### src/rtl/date_year_display.sv
// Purpose: captures alternating date/year BCD frames, checks them and multiplexes them onto a 4-digit 7-segment display.
// Latency: frame-to-register 1 cycle; seg/dp/an are registered, 1 cycle after digit index or register change.
// Backpressure: none; a frame is sampled every cycle, and illegal or out-of-order frames only raise sticky flags.
module date_year_display #(
   parameter int REFRESH_DIV = 100000,
   parameter int PAGE_SCANS  = 500
) (
   input  logic       clock,
   input  logic       reset,
   input  logic       date_year,
   input  logic [3:0] num3,
   input  logic [3:0] num2,
   input  logic [3:0] num1,
   input  logic [3:0] num0,
   output logic [6:0] seg,
   output logic       dp,
   output logic [3:0] an,
   output logic       date_valid,
   output logic       year_valid,
   output logic       bcd_err,
   output logic       seq_err
);

   localparam int RW = (REFRESH_DIV > 2) ? $clog2(REFRESH_DIV) : 1;
   localparam int SW = (PAGE_SCANS > 1) ? $clog2(PAGE_SCANS) : 1;
   localparam logic [RW-1:0] REFRESH_LAST = RW'(REFRESH_DIV - 1);
   localparam logic [SW-1:0] SCAN_LAST    = SW'(PAGE_SCANS - 1);

   typedef enum logic {
      SHOW_DATE = 1'b0,
      SHOW_YEAR = 1'b1
   } page_t;

   logic [15:0]   date_reg;
   logic [15:0]   year_reg;
   logic          prev_seen;
   logic          prev_type;
   logic          frame_legal;

   logic [RW-1:0] refresh_cnt;
   logic [SW-1:0] scan_cnt;
   logic [1:0]    digit_idx;
   page_t         page;

   logic [15:0]   page_digits;
   logic          page_valid;
   logic [3:0]    cur_digit;
   logic [3:0]    cur_anode;

   // Active-low segment pattern {g,f,e,d,c,b,a}; anything that is not a decimal digit is blank.
   function automatic logic [6:0] bcd_to_seg(input logic [3:0] d);
      logic [6:0] s;
      case (d)
         4'd0:    s = 7'h40;
         4'd1:    s = 7'h79;
         4'd2:    s = 7'h24;
         4'd3:    s = 7'h30;
         4'd4:    s = 7'h19;
         4'd5:    s = 7'h12;
         4'd6:    s = 7'h02;
         4'd7:    s = 7'h78;
         4'd8:    s = 7'h00;
         4'd9:    s = 7'h10;
         default: s = 7'h7F;
      endcase
      return s;
   endfunction

   assign frame_legal = (num3 <= 4'd9) && (num2 <= 4'd9) && (num1 <= 4'd9) && (num0 <= 4'd9);

   // Frame capture, legality flag and date/year alternation check.
   always_ff @(posedge clock) begin
      if (reset) begin
         date_reg   <= 16'h0000;
         year_reg   <= 16'h0000;
         date_valid <= 1'b0;
         year_valid <= 1'b0;
         bcd_err    <= 1'b0;
         seq_err    <= 1'b0;
         prev_seen  <= 1'b0;
         prev_type  <= 1'b0;
      end else begin
         if (frame_legal) begin
            if (date_year) begin
               year_reg   <= {num3, num2, num1, num0};
               year_valid <= 1'b1;
            end else begin
               date_reg   <= {num3, num2, num1, num0};
               date_valid <= 1'b1;
            end
         end else begin
            bcd_err <= 1'b1;
         end
         // Illegal frames still take part in the alternation check.
         if (prev_seen && (date_year == prev_type)) begin
            seq_err <= 1'b1;
         end
         prev_seen <= 1'b1;
         prev_type <= date_year;
      end
   end

   // Select the digit of the page currently on show and its anode pattern.
   always_comb begin
      page_digits = (page == SHOW_DATE) ? date_reg : year_reg;
      page_valid  = (page == SHOW_DATE) ? date_valid : year_valid;
      cur_digit   = 4'h0;
      cur_anode   = 4'b1111;
      case (digit_idx)
         2'd3: begin cur_digit = page_digits[15:12]; cur_anode = 4'b0111; end
         2'd2: begin cur_digit = page_digits[11:8];  cur_anode = 4'b1011; end
         2'd1: begin cur_digit = page_digits[7:4];   cur_anode = 4'b1101; end
         default: begin cur_digit = page_digits[3:0]; cur_anode = 4'b1110; end
      endcase
   end

   // Refresh timer, digit scan and page FSM, with registered display outputs.
   always_ff @(posedge clock) begin
      if (reset) begin
         refresh_cnt <= '0;
         scan_cnt    <= '0;
         digit_idx   <= 2'd3;
         page        <= SHOW_DATE;
         seg         <= 7'h7F;
         dp          <= 1'b1;
         an          <= 4'b0111;
      end else begin
         // Outputs follow the pre-edge state, so a same-cycle capture appears one cycle later.
         seg <= page_valid ? bcd_to_seg(cur_digit) : 7'h7F;
         dp  <= !((page == SHOW_DATE) && (digit_idx == 2'd2) && date_valid);
         an  <= cur_anode;

         if (refresh_cnt == REFRESH_LAST) begin
            refresh_cnt <= '0;
            if (digit_idx == 2'd0) begin
               digit_idx <= 2'd3;
               if (scan_cnt == SCAN_LAST) begin
                  scan_cnt <= '0;
                  page     <= (page == SHOW_DATE) ? SHOW_YEAR : SHOW_DATE;
               end else begin
                  scan_cnt <= scan_cnt + 1'b1;
               end
            end else begin
               digit_idx <= digit_idx - 2'd1;
            end
         end else begin
            refresh_cnt <= refresh_cnt + 1'b1;
         end
      end
   end

endmodule

### config.mk
export PLATFORM = sky130hd
export DESIGN_NAME = date_year_display
export DESIGN_NICKNAME = d
export VERILOG_FILES = /design/src/rtl/date_year_display.sv
export SDC_FILE = /design/constraint.sdc
export NUM_CORES = 1
export LEC_CHECK = 0
export ABC_AREA = 0
export ABC_CLOCK_PERIOD_IN_PS = 7500
export CAP_MARGIN = 20
export CORE_MARGIN = 8
export CORE_UTILIZATION = 25
export CTS_BUF_LIST = sky130_fd_sc_hd__clkbuf_16
export CTS_CLUSTER_SIZE = 30
export DETAILED_ROUTE_END_ITERATION = 8
export HOLD_SLACK_MARGIN = 0.08
export PLACE_DENSITY = 0.44
export SLEW_MARGIN = 0
export SYNTH_ARGS = -nofsm -noshare
export SYNTH_HDL_FRONTEND = slang
export SYNTH_SLANG_ARGS = --single-unit
export TNS_END_PERCENT = 30
### constraint.sdc
create_clock -name clock -period 7.5 [get_ports clock]
set_clock_uncertainty 0.2 [all_clocks]
set_input_delay 1.875 -clock clock [delete_from_list [all_inputs] [get_ports clock]]
set_output_delay 1.875 -clock clock [all_outputs]
set_load 0.02 [all_outputs]
==> results of run 1 <==
kinds of logic after synthesis:
family / Yosys count / synth area share [%]
adders and majority gates: 10 / 3.67
DFF: 79 / 46.4
AOI/OAI and AO/OA: 81 / 13.4
xor gates and xnor gates: 18 / 4.63
buffers and inverters: 28 / 3.30
muxes: 21 / 6.17
and+or+nand+nor: 160 / 22.5
through the flow:
step	util [%]	instance area, sq um	hold WS, ps	cells	total power, mW
CTS	31.5	4190	249	604	0.936
global placement	29.3	3890	230	588	0.497
detailed placement	29.3	3890	240	588	0.497
global route	31.6	4200	284	605	0.959
floorplan	-	3410	218	397	0.472
finish	31.6	4200	247	605	0.921
layout by cell type, fill, tap and decap left out, drive strengths merged, types with 2 or more instances in the layout:
| cell | count |
|---|---|
| mux2i | 21 |
| and3 | 9 |
| clkinvlp | 2 |
| or4 | 5 |
| clkinv | 4 |
| dfxtp | 79 |
| xnor2 | 9 |
| or2 | 2 |
| nand3 | 16 |
| clkdlybuf4s50 | 34 |
| inv | 8 |
| or3 | 3 |
| buf | 2 |
| clkbuf | 9 |
| and2 | 2 |
| nand4 | 11 |
| ha | 10 |
| xor2 | 9 |
| o21ai | 35 |
| a22oi | 7 |
| a21oi | 29 |
| nand2 | 42 |
| nor2 | 56 |
| a211oi | 2 |
| and4 | 2 |
| nor3 | 6 |
report_power, final:
group | leakage (nW) | internal (mW) | switching (mW) | total [mW]
Clock | 0.139 | 0.257 | 0.176 | 0.434
Sequential | 0.641 | 0.429 | 0.00490 | 0.434
Combinational | 0.750 | 0.0235 | 0.0300 | 0.0536
Total | 1.53 | 0.710 | 0.211 | 0.921
worst paths after layout:
| check | start | endpoint | slack (ps) | cells past startpoint |
|---|---|---|---|---|
| hold / removal | refresh_cnt[0] | refresh_cnt[0] | 250 | 1 |
| setup / recovery | num0[1] | year_reg[9] | 3190 | 6 |
| hold reg to reg | refresh_cnt[0] | refresh_cnt[0] | 250 | 1 |
| setup reg to reg | digit_idx[0] | seg[1] | 4480 | 9 |
cell usage after synthesis, types with 3 or more instances:
master,number,area [sq um]
nand2_1,41,154
dfxtp_1,79,1580
xor2_1,9,78.8
inv_1,7,26.3
nand3_1,16,80.1
a21oi_1,29,145
buf_2,6,30.0
ha_1,10,125
xnor2_1,9,78.8
o21ai_0,34,170
mux2i_1,21,210
nor3_1,6,30.0
or4_1,5,37.5
or3_1,3,18.8
nand4_1,11,68.8
and3_1,9,56.3
clkbuf_1,12,45.0
a22oi_1,7,52.6
nor2_1,56,210
critical path, cell delays in order:
cell             delay [ps]
clkdlybuf4s50_1         450
o21ai_0                 280
nand4_1                 620
or2_2                   790
mux2i_1                 240
nor2_1                   50
area by class of cell:
type                            instances  area (sq um)  share of cell area [%]
Multi-Input combinational cell        290          1710                    40.8
Inverter                                8          30.0                   0.715
Tap cell                              176           220                    5.24
Sequential cell                        79          1580                    37.6
Clock buffer                            9           225                    5.36
Clock inverter                          7          71.3                    1.70
Timing Repair Buffer                   36           359                    8.55
per-layer routing:
metal  share of wire, %  vias up
met5                  0        -
met4               0.84        0
met3                2.9        4
met2                 46       36
met1                 50     1301
li1                   -     1440
==> results_dict.tcl, run 1 <==
set metrics [dict create \
    port_buffers 34 \
    post-route-min-period_ps 4310 \
    root_buffer "clkbuf_16" \
    finalSetupViolCount 0 \
    crit_fanout 19 \
    synth_edf_count 0 \
    numCtsBuffers 9 \
    globalplace.congestion 0.746 \
    power_leakage_nw 1.53 \
    dp_hpwl_um 5750 \
    die_x_um 133 \
    worst_slew_pin_slew_ps 722 \
    ys_warn_count 0 \
    via_per_inst 4.60 \
    grt_pass1_vias 2734 \
    synth-seq-cells 79 \
    drc 0 \
    hold_path_class "reg2reg" \
    drt_first_pass_iters 4 \
    async_flop_share_pct 0 \
    status "finished, final reports clean" \
    syn_inst 397 \
    die_y_um 133 \
    fin_nets 453 \
    cts_htree_levels 3 \
    routed_wl_um 8300 \
    met3_usage_pct 3.48 \
    yosysSeqAreaShare_pct 46.4 \
    slew_headroom_pct 51.7 \
    grt_use_met1_pct 12.5 \
    antenna_found_initial 0 \
    ioPinCount 35 \
    cts.path.max_buffers 2 \
    grt_overflow 0 \
    syn_nets 426 \
    hold_violations 0 \
    end_kind "flip-flop" \
    area_growth_pct 23.3 \
    syn-mean-instance-area_sq_um 8.59 \
    setup_tns_ps 0 \
    crit_type "in2reg" \
    drive_above_1_share_pct 5.13 \
    largest_reg_flops 17 \
    die-area_sq_um 17600 \
    core_sq_um 13300 \
    cts_setup_buffers 0 \
    cts_hold_buf 0 \
    grt-busiest-layer "met2" \
    powerDensity_nw_per_um2 219 \
    fmax_mhz 232 \
    required_ps 7510 \
    ir_drop_mv 0.111 \
    yosysUniqueCellTypes 42 \
    grt_pass1_wl_um 14000 \
    clock_sinks 79 \
    clkLatencyLatePin_ps 340 \
    drt_iter0_drc 170 \
    synthFlopType "dfxtp_1" \
    critical_path_arrival_ps 4320 \
    cts.repair.resized 0 \
    fin_ws_ps 3190 \
    vias 2781 \
    insertedDiodeCount 0 \
    path_clk_slew_ps 60 \
    grt_max_degree 51 \
    min_period_over_period_pct 57.5 \
    routedWlPerCell_um 13.7 \
    cap_violations 0 \
    met2_usage_pct 15.1 \
    worstSetupStartpointType "primary input" \
    final_max_slew_viol_count 0 \
    rsz0062_at_grt "no" \
    synth_area_sq_um 3410 \
    initial_core_util_pct 25.6 \
    track_usage_pct 9.86 \
    num_rows 42 \
    pre_cts_ws_ps 2550 \
    ant_nets 0 \
    fillers 1389 \
    cts_tree "yes" \
]
(Power assumes the default switching activity.)
==> run 2: changes to the inputs <==
Settings changed: ABC_CLOCK_PERIOD_IN_PS 7500 to 4500.
Clock period 7.5 ns to 4.5 ns, I/O delays scaled along.
==> results_dict.tcl, run 2 (synthesis results as in run 1) <==
set metrics [dict create \
    fmax_mhz 329 \
    port_buffers 34 \
    path_cells "inv_1 > ha_1 > nor2b_1 > and3_1 > a221oi_1 > inv_1 > ha_1 > o21a_1 > o21ai_0" \
    slowest_stage "a221oi_1" \
    r2r_slack_ps 1460 \
    area_growth_pct 23.9 \
    layout_common_cells "79 x dfxtp_1, 56 x nor2_1, 41 x nand2_1" \
    setup_tns_ps 0 \
    via_per_inst 4.68 \
    cts_htree_levels 3 \
    routed_wl_um 8730 \
    cts.path.max_buffers 2 \
    drc 0 \
    initial_core_util_pct 25.6 \
    die-area_sq_um 17600 \
    largest_reg_flops 17 \
    numCtsBuffers 9 \
    min_period_over_period_pct 67.5 \
    path_clk_slew_ps 60 \
    r2r-end "seg[1]" \
    drt_iter0_drc 192 \
    num_rows 42 \
    track_usage_pct 10.6 \
    fillers 1407 \
    worstSetupStartpointType "flip-flop" \
    grt_pass1_vias 2814 \
    cts.repair.resized 0 \
    status "finished, final reports clean" \
    powerDensity_nw_per_um2 373 \
    antenna_found_initial 0 \
    slew_headroom_pct 49.3 \
    drive_above_1_share_pct 4.87 \
    r2r_cells 9 \
    vias 2842 \
    critical_path_depth 9 \
    die_x_um 133 \
    grt_overflow 0 \
    cap_violations 0 \
    cts_tree "yes" \
    final_max_slew_viol_count 0 \
    core_sq_um 13300 \
    r2r-start "digit_idx[0]" \
    crit_end "seg[1]" \
    crit_fanout 15 \
    multiInputGateArea_sq_um 1710 \
    fin_nets 455 \
    hold_path_class "reg2reg" \
    globalplace.congestion 0.753 \
    critical_path_arrival_ps 3100 \
    worstSetupStartpoint "digit_idx[0]" \
    insertedDiodeCount 0 \
    end_kind "flip-flop" \
    root_buffer "clkbuf_16" \
    grt_max_degree 38 \
    die_y_um 133 \
    cts_hold_buf 0 \
    seq_area_sq_um 1580 \
    clock_sinks 79 \
    max_stage_delay_ps 610 \
    post-route-min-period_ps 3040 \
    dp_hpwl_um 6040 \
    power_leakage_nw 1.56 \
    rsz0062_at_grt "no" \
    hold_violations 0 \
    routedWlPerCell_um 14.4 \
    ir_drop_mv 0.185 \
    ioPinCount 35 \
    final_common_cell "dfxtp_1" \
    required_ps 4560 \
    critical_path_buf_inv_count 2 \
    cts_setup_buffers 0 \
    drt_first_pass_iters 4 \
    grt_pass1_wl_um 15000 \
    worst_slew_pin_slew_ps 760 \
    finalSetupViolCount 0 \
    timing.hold.ws_ps 248 \
    clkLatencyLatePin_ps 340 \
    crit_type "reg2reg" \
    cp_top_family "compound AO/OA/AOI/OAI gates" \
    ant_nets 0 \
]
==> run 2: changes by cell type in the layout (fill, tap and decap cells not counted), sizes merged <==
cell | previous run | this run
buf | 2 | 4
inv | 8 | 9
clkinvlp | 2 | 0
bufinv | 1 | 2
==> run 2: area by class of cell <==
cell class,count,area share (%)
inverter,8,0.711
multi-input combinational,290,40.6
tap,176,5.22
timing repair buffer,38,8.77
clock inverter,7,1.90
clock buffer,9,5.33
sequential,79,37.5
==> run 2: how the worst min path moves through the flow <==
stage	cells after the start	startpoint	end
after floorplan	1	refresh_cnt[0]	refresh_cnt[0]
after global placement	1	refresh_cnt[0]	refresh_cnt[0]
after detailed placement	1	refresh_cnt[0]	refresh_cnt[0]
after CTS	1	refresh_cnt[0]	refresh_cnt[0]
after global routing	1	refresh_cnt[0]	refresh_cnt[0]
final	1	refresh_cnt[0]	refresh_cnt[0]
==> run 2: worst register-to-register path, cell delays in order, from the launching register on <==
cell and delay [ps]:
dfxtp_1 350, inv_1 110, ha_1 510, nor2b_1 200, and3_1 190, a221oi_1 610
inv_1 150, ha_1 320, o21a_1 180, o21ai_0 140
==> run 2: stage by stage <==
step | worst slack [ps] | total power [mW] | std cells | area (sq um) | util, %
global route | 1100 | 1.64 | 607 | 4220 | 31.8
global placement | 1100 | 0.831 | 591 | 3920 | 29.5
detailed placement | 1100 | 0.831 | 591 | 3920 | 29.5
floorplan | 1770 | 0.786 | 397 | 3410 | -
CTS | 1410 | 1.60 | 607 | 4220 | 31.8
finish | 1460 | 1.57 | 607 | 4220 | 31.8
==> run 2: per-layer routing <==
| layer | track usage (%) | wire (um) | share of wire (%) | vias to the layer above |
|---|---|---|---|---|
| met2 | 15.6 | 3860 | 44 | 47 |
| li1 | - | - | - | 1443 |
| met5 | 0 | 0 | 0 | - |
| met3 | 3.14 | 356 | 4.1 | 10 |
| met4 | 4.73 | 152 | 1.7 | 0 |
| met1 | 14.0 | 4360 | 50 | 1342 |
==> run 2: where the power goes <==
part / internal (mW) / total [mW] / switching [mW] / leakage, nW
combinational: 0.0405 / 0.0910 / 0.0505 / 0.758
clock: 0.477 / 0.758 / 0.282 / 0.157
sequential: 0.715 / 0.724 / 0.00867 / 0.641
